==> config.mk <==
export PLATFORM = sky130hd
export DESIGN_NAME = fib_stream_gen
export DESIGN_NICKNAME = d
export VERILOG_FILES = /design/src/rtl/fib_pkg.sv /design/src/rtl/fib_step.sv /design/src/rtl/fib_stream_gen.sv
export SDC_FILE = /design/constraint.sdc
export NUM_CORES = 1
export LEC_CHECK = 0
export ABC_AREA = 0
export CAP_MARGIN = 10
export CORE_MARGIN = 2
export CORE_UTILIZATION = 35
export CTS_BUF_LIST = sky130_fd_sc_hd__clkbuf_8
export CTS_CLUSTER_DIAMETER = 80
export DETAILED_ROUTE_END_ITERATION = 10
export PLACE_DENSITY = 0.63
export SLEW_MARGIN = 0
export SYNTH_ARGS = -nofsm -noshare
export SYNTH_HDL_FRONTEND = slang
export SYNTH_SLANG_ARGS = --single-unit
==> constraint.sdc <==
create_clock -name clk -period 3.65 [get_ports clk]
set_input_delay 0.73 -clock clk [delete_from_list [all_inputs] [get_ports clk]]
set_output_delay 0.73 -clock clk [all_outputs]
set_load 0.05 [all_outputs]
==> src/rtl/fib_pkg.sv <==
// fib_pkg: shared types for the Fibonacci stream generator family.
//   state_e : FSM encoding (IDLE waits for a command, STREAM emits terms).
package fib_pkg;

  typedef enum logic {
    IDLE   = 1'b0,
    STREAM = 1'b1
  } state_e;

endpackage

==> src/rtl/fib_step.sv <==
// fib_step: one step of a two-term recurrence, next = a + b.
//   Parameters: WIDTH (term width), SATURATE (0 = wrap, 1 = clamp to all-ones).
//   Ports:
//     a, b      in  WIDTH : current pair
//     next_term out WIDTH : resulting term (wrapped or clamped)
//     carry     out 1     : the true sum does not fit in WIDTH bits
module fib_step #(
  parameter int WIDTH    = 8,
  parameter int SATURATE = 0
) (
  input  logic [WIDTH-1:0] a,
  input  logic [WIDTH-1:0] b,
  output logic [WIDTH-1:0] next_term,
  output logic             carry
);

  logic [WIDTH:0] sum;

  always_comb begin
    sum   = {1'b0, a} + {1'b0, b};
    carry = sum[WIDTH];
    if (carry && (SATURATE != 0)) begin
      next_term = '1;
    end else begin
      next_term = sum[WIDTH-1:0];
    end
  end

endmodule

==> src/rtl/fib_stream_gen.sv <==
// fib_stream_gen: back-pressurable two-term sequence generator.
//   Holds (a, b); each accepted beat emits a, then (a, b) <= (b, a+b).
//   Parameters: WIDTH, CNT_W, SATURATE, SEED_A, SEED_B.
//   Ports:
//     clk, rst              : clock (rising edge), async active-high reset
//     start, len            : begin a burst of len terms (IDLE only, len != 0)
//     seed_load, seed_a/b   : reload the pair and clear ovf (IDLE only)
//     out_valid/ready/data  : output stream, out_data is register a
//     out_last              : final beat of the burst
//     busy                  : FSM is streaming
//     ovf                   : sticky, some sum carried out of WIDTH bits
module fib_stream_gen
  import fib_pkg::*;
#(
  parameter int               WIDTH    = 8,
  parameter int               CNT_W    = 8,
  parameter int               SATURATE = 0,
  parameter logic [WIDTH-1:0] SEED_A   = WIDTH'(0),
  parameter logic [WIDTH-1:0] SEED_B   = WIDTH'(1)
) (
  input  logic             clk,
  input  logic             rst,
  input  logic             start,
  input  logic [CNT_W-1:0] len,
  input  logic             seed_load,
  input  logic [WIDTH-1:0] seed_a,
  input  logic [WIDTH-1:0] seed_b,
  output logic             out_valid,
  input  logic             out_ready,
  output logic [WIDTH-1:0] out_data,
  output logic             out_last,
  output logic             busy,
  output logic             ovf
);

  state_e           state_q, state_d;
  logic [WIDTH-1:0] a_q, a_d;
  logic [WIDTH-1:0] b_q, b_d;
  logic [CNT_W-1:0] rem_q, rem_d;
  logic             ovf_q, ovf_d;

  logic [WIDTH-1:0] step_term;
  logic             step_carry;
  logic             handshake;

  fib_step #(
    .WIDTH    (WIDTH),
    .SATURATE (SATURATE)
  ) u_step (
    .a         (a_q),
    .b         (b_q),
    .next_term (step_term),
    .carry     (step_carry)
  );

  // Outputs depend only on registered state, never on inputs.
  assign out_valid = (state_q == STREAM);
  assign busy      = (state_q == STREAM);
  assign out_last  = (state_q == STREAM) && (rem_q == CNT_W'(1));
  assign out_data  = a_q;
  assign ovf       = ovf_q;

  assign handshake = out_valid && out_ready;

  always_comb begin
    state_d = state_q;
    a_d     = a_q;
    b_d     = b_q;
    rem_d   = rem_q;
    ovf_d   = ovf_q;
    case (state_q)
      IDLE: begin
        // Seed and start may coincide: the first beat then carries seed_a.
        if (seed_load) begin
          a_d   = seed_a;
          b_d   = seed_b;
          ovf_d = 1'b0;
        end
        if (start && (len != '0)) begin
          state_d = STREAM;
          rem_d   = len;
        end
      end
      STREAM: begin
        if (handshake) begin
          a_d   = b_q;
          b_d   = step_term;
          rem_d = rem_q - CNT_W'(1);
          if (step_carry) begin
            ovf_d = 1'b1;
          end
          if (rem_q == CNT_W'(1)) begin
            state_d = IDLE;
          end
        end
      end
      default: state_d = IDLE;
    endcase
  end

  always_ff @(posedge clk or posedge rst) begin
    if (rst) begin
      state_q <= IDLE;
      a_q     <= SEED_A;
      b_q     <= SEED_B;
      rem_q   <= '0;
      ovf_q   <= 1'b0;
    end else begin
      state_q <= state_d;
      a_q     <= a_d;
      b_q     <= b_d;
      rem_q   <= rem_d;
      ovf_q   <= ovf_d;
    end
  end

endmodule

=== Yosys cells after proc, flatten, opt, wreduce, memory -nomap -nowiden ===
Cells that the tools add are included.

* Register bits after elaboration: 26
* Input port bits: 29
* Output and inout bits: 12

* Add/sub/neg operators: 2
* Eq/ne operators: 5
* Mux-type cells: 17
* Bitwise operators: 1
* Reduce and logical (&&, ||, !) cells: 7

{| class="wikitable"
|+ Operators by type and width
! cell !! number
|-
| $mux 8 || 6
|-
| $pmux 8 s2 || 3
|-
| $add 8x8->9 || 1
|-
| $eq 8x1->1 const B || 1
|-
| $reduce_bool 8->1 || 1
|-
| $sub 8x1->8 const B || 1
|-
| $mux 1 || 6
|-
| $ne 2x1->1 const B || 2
|-
| $ne 2x2->1 const B || 2
|-
| $pmux 1 s2 || 2
|-
| $reduce_and 2->1 || 2
|-
| $logic_and 1x1->1 || 3
|-
| $reduce_and 3->1 || 1
|-
| $not 1->1 || 1
|}

=== Logic depth before layout (Yosys ltp) ===
Gate-level depths: netlist of the first run.

* Word-level depth: 4
* Depth in mapped cells: 8
* Depth with buffers taken out: 8

=== By module ===
Synthesis of the first run repeated with hierarchy kept, for this count alone.

* Cell total of the unflattened synthesis: 181
* Area total of the unflattened synthesis: 1736.7 µm²

{| class="wikitable"
|+ By module, submodules not included
! module !! times used !! cells each !! area an instance (µm²)
|-
| fib_stream_gen || 1 || 139 || 1412.6
|-
| fib_step || 1 || 42 || 324.1
|}

=== Least setup slack after synthesis of the first run ===
Ideal clock, no wire load.

* Path type: register to output
* From: reg state_q, in the netlist busy
* To: out out_last
* Data arrival time: 1661 ps
* Path slack: 1259 ps
* Stages on the path, launching flop included: 4
* Path buffers: 2
* Cell sequence: dfrtp_1 -> buf_6 -> buf_2 -> and3_1

* Cells in the longest elaborated chain, start to end: 1

{| class="wikitable"
|+ Ends and longest elaborated chain
! what !! line !! text
|-
| start, declared || fib_stream_gen.sv:36 || <nowiki>state_e state_q, state_d;</nowiki>
|-
| start signal, assigned || fib_stream_gen.sv:109 || <nowiki>state_q <= state_d;</nowiki>
|-
| $logic_and 1x1->1 || fib_stream_gen.sv:59 || <nowiki>assign out_last = (state_q == STREAM) && (rem_q == CNT_W'(1));</nowiki>
|-
| end, declared || fib_stream_gen.sv:31 || <nowiki>output logic out_last,</nowiki>
|}

No other way between the ends.

=== Worst setup path after layout of the first run ===
* From: reg rem_q[3]
* To: out out_last

* Cells in the longest elaborated chain, start to end: 2

{| class="wikitable"
|+ Ends and longest elaborated chain
! what !! line !! text
|-
| start, declared || fib_stream_gen.sv:39 || <nowiki>logic [CNT_W-1:0] rem_q, rem_d;</nowiki>
|-
| start signal, assigned || fib_stream_gen.sv:112 || <nowiki>rem_q <= rem_d;</nowiki>
|-
| $eq 8x1->1 || fib_stream_gen.sv:59 ||
|-
| $logic_and 1x1->1 || fib_stream_gen.sv:59 ||
|}

No other way between the ends.

==> reports/summary.md, run 1 <==
## Logic synthesis
- post-synth net total: 226
- Avg Cell Area, Syn: 9.51 um2
- share of flip-flops with an asynchronous set or reset after synthesis: 100%
- warnings from Yosys: 0
- synthesized instance count: 186
- number of enable-type register cells in the synthesized netlist: 0
- cell type with the highest aggregate area in the netlist: dfrtp_1
- area of the mapped netlist: 1770 um2
- sequential element share of the synthesized area: 36.9%
- distinct cell type count of the synthesized netlist: 48
- top area cells in the synthesized netlist: dfrtp_1 35%, ha_1 7.1%, mux2i_1 6.8%
- flip-flop and latch count after synthesis: 26
- fraction of post-synthesis cell area in the top cell type by area: 35.4%
- main flop type after synthesis: dfrtp_1

## Cells and area
- final-stage net count: 265
- fill cell instance count of the final layout: 470
- proportion of layout cells with a drive suffix above 1: 9.38%
- leading cell type in the layout, fill and taps excluded: clkdlybuf4s50_1
- Layout Area Growth over Synthesis: 27.2%
- multi-input combinational cell area: 1010 um2
- post-route non-filler standard cell count: 291
- Ant. Diodes: 0
- leading cell types in the layout, fill and taps excluded: 40 x clkdlybuf4s50_1, 25 x dfrtp_1, 21 x nand2_1
- area taken by flip-flops and latches: 652 um2
- share of the core filled with cells: 47.0%

## Worst setup path
- element type at the critical path end: output pin
- RR Startpoint: busy$_DFF_PP0_
- minimum setup slack among reg-to-reg paths: 1530 ps
- Register-to-Register Path Depth: 7
- worst-path fanout max: 5
- Data required, critical path: 2920 ps
- endpoint of the worst register-to-register path: b_q[6]$_DFFE_PP0P_
- worst setup path startpoint: rem_q[3]$_DFFE_PP0P_
- class of the most critical setup path: flip-flop to output pin
- kind of start point of the critical path: flip-flop
- signal arrival time at the worst endpoint: 2280 ps
- CP Capture Point: out_last

## CTS
- Worst-path clk slew: 90 ps
- maximum clock insertion buffer count: 2
- later-pin clock latency in the skew report: 280 ps
- TritonCTS Buffers: 3
- maximum level of the CTS H-tree: 1
- number of hold buffers added after cts: 0
- number of clock sinks seen by CTS: 26
- setup fix buffers added after clock tree synthesis: 0
- post-CTS resize count: 0
- buffer cell driving the clock tree root: clkbuf_8
- CTS tree: done

## STA
- Max Clock Freq: 0.332 GHz
- fin. max-slew vios: 0
- setup repair after global routing missed its margin: no
- final hold viol count: 0
- worst-case hold slack: 499 ps
- worst-case clock skew: 1.65 ps
- TNS Setup: 0 ps
- transition time at the pin with the least slew margin: 1020 ps
- setup-violating endpoint count in the final report: 0
- Max-slew headroom: 32.0%
- clock period minus worst slack: 3010 ps
- Final Cycle Share: 82.4%

## GRT
- number of global-route vias before repair: 1416
- aggregate global-route resource usage: 15.6%
- largest net degree at the start of global routing: 27
- first-pass GRT wire length: 6.70 mm
- sum of overflow across all layers after global routing: 0
- initial antenna violation count: 0

## Pwr
- share of total power in the clock network: 10.7%
- switching power summed over all nets: 0.703 mW
- share of total power in sequential cells: 33.4%
- Switching Fraction: 44.4%
- Worst VDD drop: 298 uV
- portion of total power attributed to combinational logic: 55.9%
- internal power summed over all cells: 0.879 mW
- leakage power of the design: 0.994 nW
- power density over cell area: 703 nW/um2

## Detailed routing
- routed via count: 1445
- detail-routed via count per cell: 4.97
- wire length per cell: 13.5 um
- Initial DRT Pass Iterations: 4
- Detailed Route Iter0 Violations: 51
- total wire length after detailed routing: 3.92 mm
- Antenna Violating Nets Remaining: 0
- DRC Markers: 0

## Place
- RePlAce Congestion: 0.856
- number of buffer cells added on primary ports: 40
- half-perimeter wire length after detailed placement: 2.99 mm
- Cells after DPL: 287

## Floorplan
- die span in x: 75.1 um
- Die Ht: 75.1 um
- Rows: 25
- I/O pin cnt: 41
- Starting Density: 36.9%
- die area: 5640 um2
- core region area: 4790 um2

## Flow run
- max capacitance violation total: 0

## Outcome
- run status: finished, final reports clean

## Worst hold path
- hold crit path type: flip-flop to flip-flop

kinds of logic (layout without fill, tap and decap cells):
logic type | after synthesis | in the layout | share of synthesized area [%]
muxes | 12 | 12 | 6.79
xor gates and xnor gates | 4 | 4 | 1.98
adders and majority gates | 11 | 11 | 8.21
and+or+nand+nor | 63 | 63 | 20.9
DFF | 26 | 26 | 36.9
buffers and inverters | 18 | 56 | 5.73
AOI/OAI and AO/OA | 52 | 52 | 19.5
worst min-delay path by stage:
stage	startpoint	endpoint	slack, ps	cells past startpoint
6_report	b_q[0]$_DFFE_PP1P_	b_q[0]$_DFFE_PP1P_	500	2
5_1_grt	b_q[0]$_DFFE_PP1P_	b_q[0]$_DFFE_PP1P_	520	2
4_1_cts	b_q[0]$_DFFE_PP1P_	b_q[0]$_DFFE_PP1P_	500	2
3_5_place_dp	b_q[0]$_DFFE_PP1P_	b_q[0]$_DFFE_PP1P_	490	2
3_3_place_gp	b_q[0]$_DFFE_PP1P_	b_q[0]$_DFFE_PP1P_	490	2
2_1_floorplan	b_q[0]$_DFFE_PP1P_	b_q[0]$_DFFE_PP1P_	470	2
worst max-delay path: stages, from the launching register on:
cell and delay [ps]:
dfrtp_1 430, nor2_2 220, nor4b_4 340, and3_1 220, clkdlybuf4s50_1 800
area by class of cell:
| cell class | instances | share of cell area (%) |
|---|---|---|
| tap | 67 | 3.73 |
| sequential | 26 | 29.0 |
| clock inverter | 1 | 0.167 |
| multi-input combinational | 142 | 45.1 |
| timing repair buffer | 42 | 18.5 |
| inverter | 10 | 1.67 |
| clock buffer | 3 | 1.84 |
state kept, by name, summed over array words and instances, names as in the netlist:
register	cells
busy	1
rem_q	8
b_q	8
ovf	1
out_data	8
power by group through the flow:
stage | combinational (mW) | sequential [mW] | clock (mW)
global placement | 0.869 | 0.532 | 0
detailed placement | 0.886 | 0.532 | 0
finish | 0.883 | 0.529 | 0.170
global route | 0.980 | 0.545 | 0.187
CTS | 0.888 | 0.528 | 0.177
floorplan | 0.542 | 0.640 | 0
synth_stat cells, types with 2 or more instances:
| library cell | instances |
|---|---|
| or3_1 | 3 |
| nand2_1 | 21 |
| o211ai_1 | 3 |
| a21oi_1 | 12 |
| nor2b_1 | 3 |
| nor2_1 | 12 |
| inv_1 | 9 |
| xor2_1 | 2 |
| dfrtp_1 | 25 |
| mux2i_1 | 12 |
| o21ai_1 | 3 |
| a22oi_1 | 2 |
| nor3_1 | 4 |
| o21ai_0 | 17 |
| nor4_4 | 2 |
| a31oi_1 | 2 |
| nor3b_1 | 2 |
| nor2_2 | 2 |
| a21o_1 | 2 |
| ha_1 | 10 |
| buf_4 | 2 |
| buf_2 | 2 |
| xnor2_1 | 2 |
| a211oi_2 | 2 |
| buf_6 | 3 |
| nand3_1 | 5 |
layer usage:
layer / vias to the layer above / GRT usage [%] / routed length [um]
met5: - / 0 / 0
met4: 0 / 5.36 / 60
met3: 5 / 3.35 / 197
met2: 32 / 23.7 / 1700
met1: 668 / 22.0 / 1960
li1: 740 / - / -
metrics by stage:
| stage | worst slack, ps | area [um2] | total power, mW |
|---|---|---|---|
| finish | 642 | 2250 | 1.58 |
| global placement | 1000 | 2200 | 1.40 |
| CTS | 638 | 2250 | 1.59 |
| global route | 526 | 2250 | 1.71 |
| detailed placement | 950 | 2200 | 1.42 |
| floorplan | 1260 | 1770 | 1.18 |
No activity file was read; power rests on OpenSTA's default activity.
==> inputs of run 2 (changes only) <==
==> constraint.sdc (replaced) <==
create_clock -name clk -period 2.8 [get_ports clk]
set_input_delay 0.56 -clock clk [delete_from_list [all_inputs] [get_ports clk]]
set_output_delay 0.56 -clock clk [all_outputs]
set_load 0.05 [all_outputs]
==> reports/summary.md, run 2 (synthesis gave the netlist of run 1 again) <==
## Worst setup path
- signal arrival time at the worst endpoint: 1740 ps, was 2280 ps
- class of the most critical setup path: flip-flop to output pin, unchanged
- kind of start point of the critical path: flip-flop, unchanged
- cell at the slowest stage of the critical path: dfrtp_1, was clkdlybuf4s50_1
- worst-path fanout max: 5, unchanged
- element type at the critical path end: output pin, unchanged
- longest individual stage delay on the worst path: 430 ps, was 800 ps
- Data required, critical path: 2240 ps, was 2920 ps
- CP Cell Sequence: nor2_2 -> nor4b_4 -> and3_1 -> buf_4, was nor2_2 -> nor4b_4 -> and3_1 -> clkdlybuf4s50_1

## GRT
- first-pass GRT wire length: 6.64 mm, was 6.70 mm
- initial antenna violation count: 0, unchanged
- sum of overflow across all layers after global routing: 0, unchanged
- number of global-route vias before repair: 1389, was 1416
- largest net degree at the start of global routing: 27, unchanged
- aggregate global-route resource usage: 15.5%, was 15.6%

## CTS
- maximum level of the CTS H-tree: 1, unchanged
- buffer cell driving the clock tree root: clkbuf_8, unchanged
- post-CTS resize count: 0, unchanged
- TritonCTS Buffers: 3, unchanged
- CTS tree: done, unchanged
- Worst-path clk slew: 90 ps, about the same
- setup fix buffers added after clock tree synthesis: 0, unchanged
- maximum clock insertion buffer count: 2, unchanged
- number of hold buffers added after cts: 0, unchanged
- number of clock sinks seen by CTS: 26, unchanged
- later-pin clock latency in the skew report: 270 ps, was 280 ps

## Cells and area
- post-route non-filler standard cell count: 294, was 291
- leading cell type in the layout, fill and taps excluded: clkdlybuf4s50_1, unchanged
- final-stage net count: 268, was 265
- proportion of layout cells with a drive suffix above 1: 12.3%, was 9.38%
- fill cell instance count of the final layout: 457, was 470
- area taken by flip-flops and latches: 652 um2, unchanged
- Ant. Diodes: 0, unchanged
- multi-input combinational cell area: 1010 um2, unchanged
- leading cell types in the layout, fill and taps excluded: 37 x clkdlybuf4s50_1, 25 x dfrtp_1, 21 x nand2_1, was 40 x clkdlybuf4s50_1, 25 x dfrtp_1, 21 x nand2_1
- Layout Area Growth over Synthesis: 28.6%, was 27.2%
- share of the core filled with cells: 47.5%, was 47.0%

## Floorplan
- die area: 5640 um2, unchanged
- Starting Density: 36.9%, unchanged
- core region area: 4790 um2, unchanged
- I/O pin cnt: 41, unchanged
- Rows: 25, unchanged
- die span in x: 75.1 um, unchanged
- Die Ht: 75.1 um, unchanged

## Place
- RePlAce Congestion: 0.804, was 0.856
- number of buffer cells added on primary ports: 40, unchanged
- pre-CTS setup slack: 540 ps, was 950 ps
- Cells after DPL: 290, was 287
- half-perimeter wire length after detailed placement: 3.06 mm, was 2.99 mm

## STA
- Final Cycle Share: 82.1%
- TNS Setup: 0 ps, unchanged
- final hold viol count: 0, unchanged
- worst-case clock skew: 1.66 ps, was 1.65 ps
- fin. max-slew vios: 0, unchanged
- Max-slew headroom: 56.7%, was 32.0%
- setup repair after global routing missed its margin: no, unchanged
- setup-violating endpoint count in the final report: 0, unchanged
- worst setup margin: 500 ps, was 642 ps
- Max Clock Freq: 0.435 GHz
- clock period minus worst slack: 2300 ps
- transition time at the pin with the least slew margin: 649 ps, was 1020 ps
- worst-case hold slack: 495 ps, was 499 ps

## Flow run
- max capacitance violation total: 0, unchanged

## Pwr
- Worst VDD drop: 400 uV, was 298 uV
- power density over cell area: 915 nW/um2, was 703 nW/um2
- leakage power of the design: 1.01 nW, was 0.994 nW

## Detailed routing
- DRC Markers: 0, unchanged
- detail-routed via count per cell: 4.85, was 4.97
- Antenna Violating Nets Remaining: 0, unchanged
- Initial DRT Pass Iterations: 4, unchanged
- wire length per cell: 13.1 um, was 13.5 um
- total wire length after detailed routing: 3.87 mm, was 3.92 mm
- routed via count: 1427, was 1445
- Detailed Route Iter0 Violations: 88, was 51

## Outcome
- run status: finished, final reports clean, unchanged

## Worst hold path
- hold crit path type: flip-flop to flip-flop, unchanged

-- run 2: area by class of cell --
class                      instances  share of cell area (%)
clock buffer                       4                    2.42
sequential                        26                    28.7
multi-input combinational        142                    44.6
timing repair buffer              45                    18.9
inverter                          10                    1.65
tap                               67                    3.69
-- run 2: final timing paths --
| kind | startpoint | end | slack, ps | cells past startpoint |
|---|---|---|---|---|
| hold reg to reg | b_q[0]$_DFFE_PP1P_ | b_q[0]$_DFFE_PP1P_ | 490 | 2 |
| setup / recovery | rem_q[3]$_DFFE_PP0P_ | out_last | 500 | 4 |
| min in group asynchronous | rst | rem_q[7]$_DFFE_PP0P_ | 630 | 3 |
| setup reg to reg | b_q[0]$_DFFE_PP1P_ | b_q[6]$_DFFE_PP0P_ | 800 | 8 |
| max in group asynchronous | rst | b_q[0]$_DFFE_PP1P_ | 1880 | 3 |
| hold / removal | b_q[0]$_DFFE_PP1P_ | b_q[0]$_DFFE_PP1P_ | 490 | 2 |
-- run 2: routing by layer --
metal | vias up | track usage (%) | wire length [um]
met1 | 641 | 22.9 | 2010
met3 | 5 | 1.87 | 175
met2 | 32 | 23.0 | 1610
li1 | 749 | - | -
met4 | 0 | 6.55 | 72
met5 | - | 0 | 0
-- run 2: per-stage QoR --
stage / area, um2 / power [mW]
2_1_floorplan: 1770 / 1.54
3_3_place_gp: 2220 / 1.84
3_5_place_dp: 2220 / 1.85
4_1_cts: 2270 / 2.11
5_1_grt: 2270 / 2.28
6_report: 2270 / 2.08
-- run 2: critical path, delay by kind of cell (launching register included) --
family	cells	cell delay [ps]
buffers and inverters	1	200
flip-flops	1	430
AND/OR/NAND/NOR	3	830
-- run 2: report_power, final --
part	switching, mW	internal, mW
logic	0.631	0.511
registers	0.153	0.536
clock network	0.123	0.126
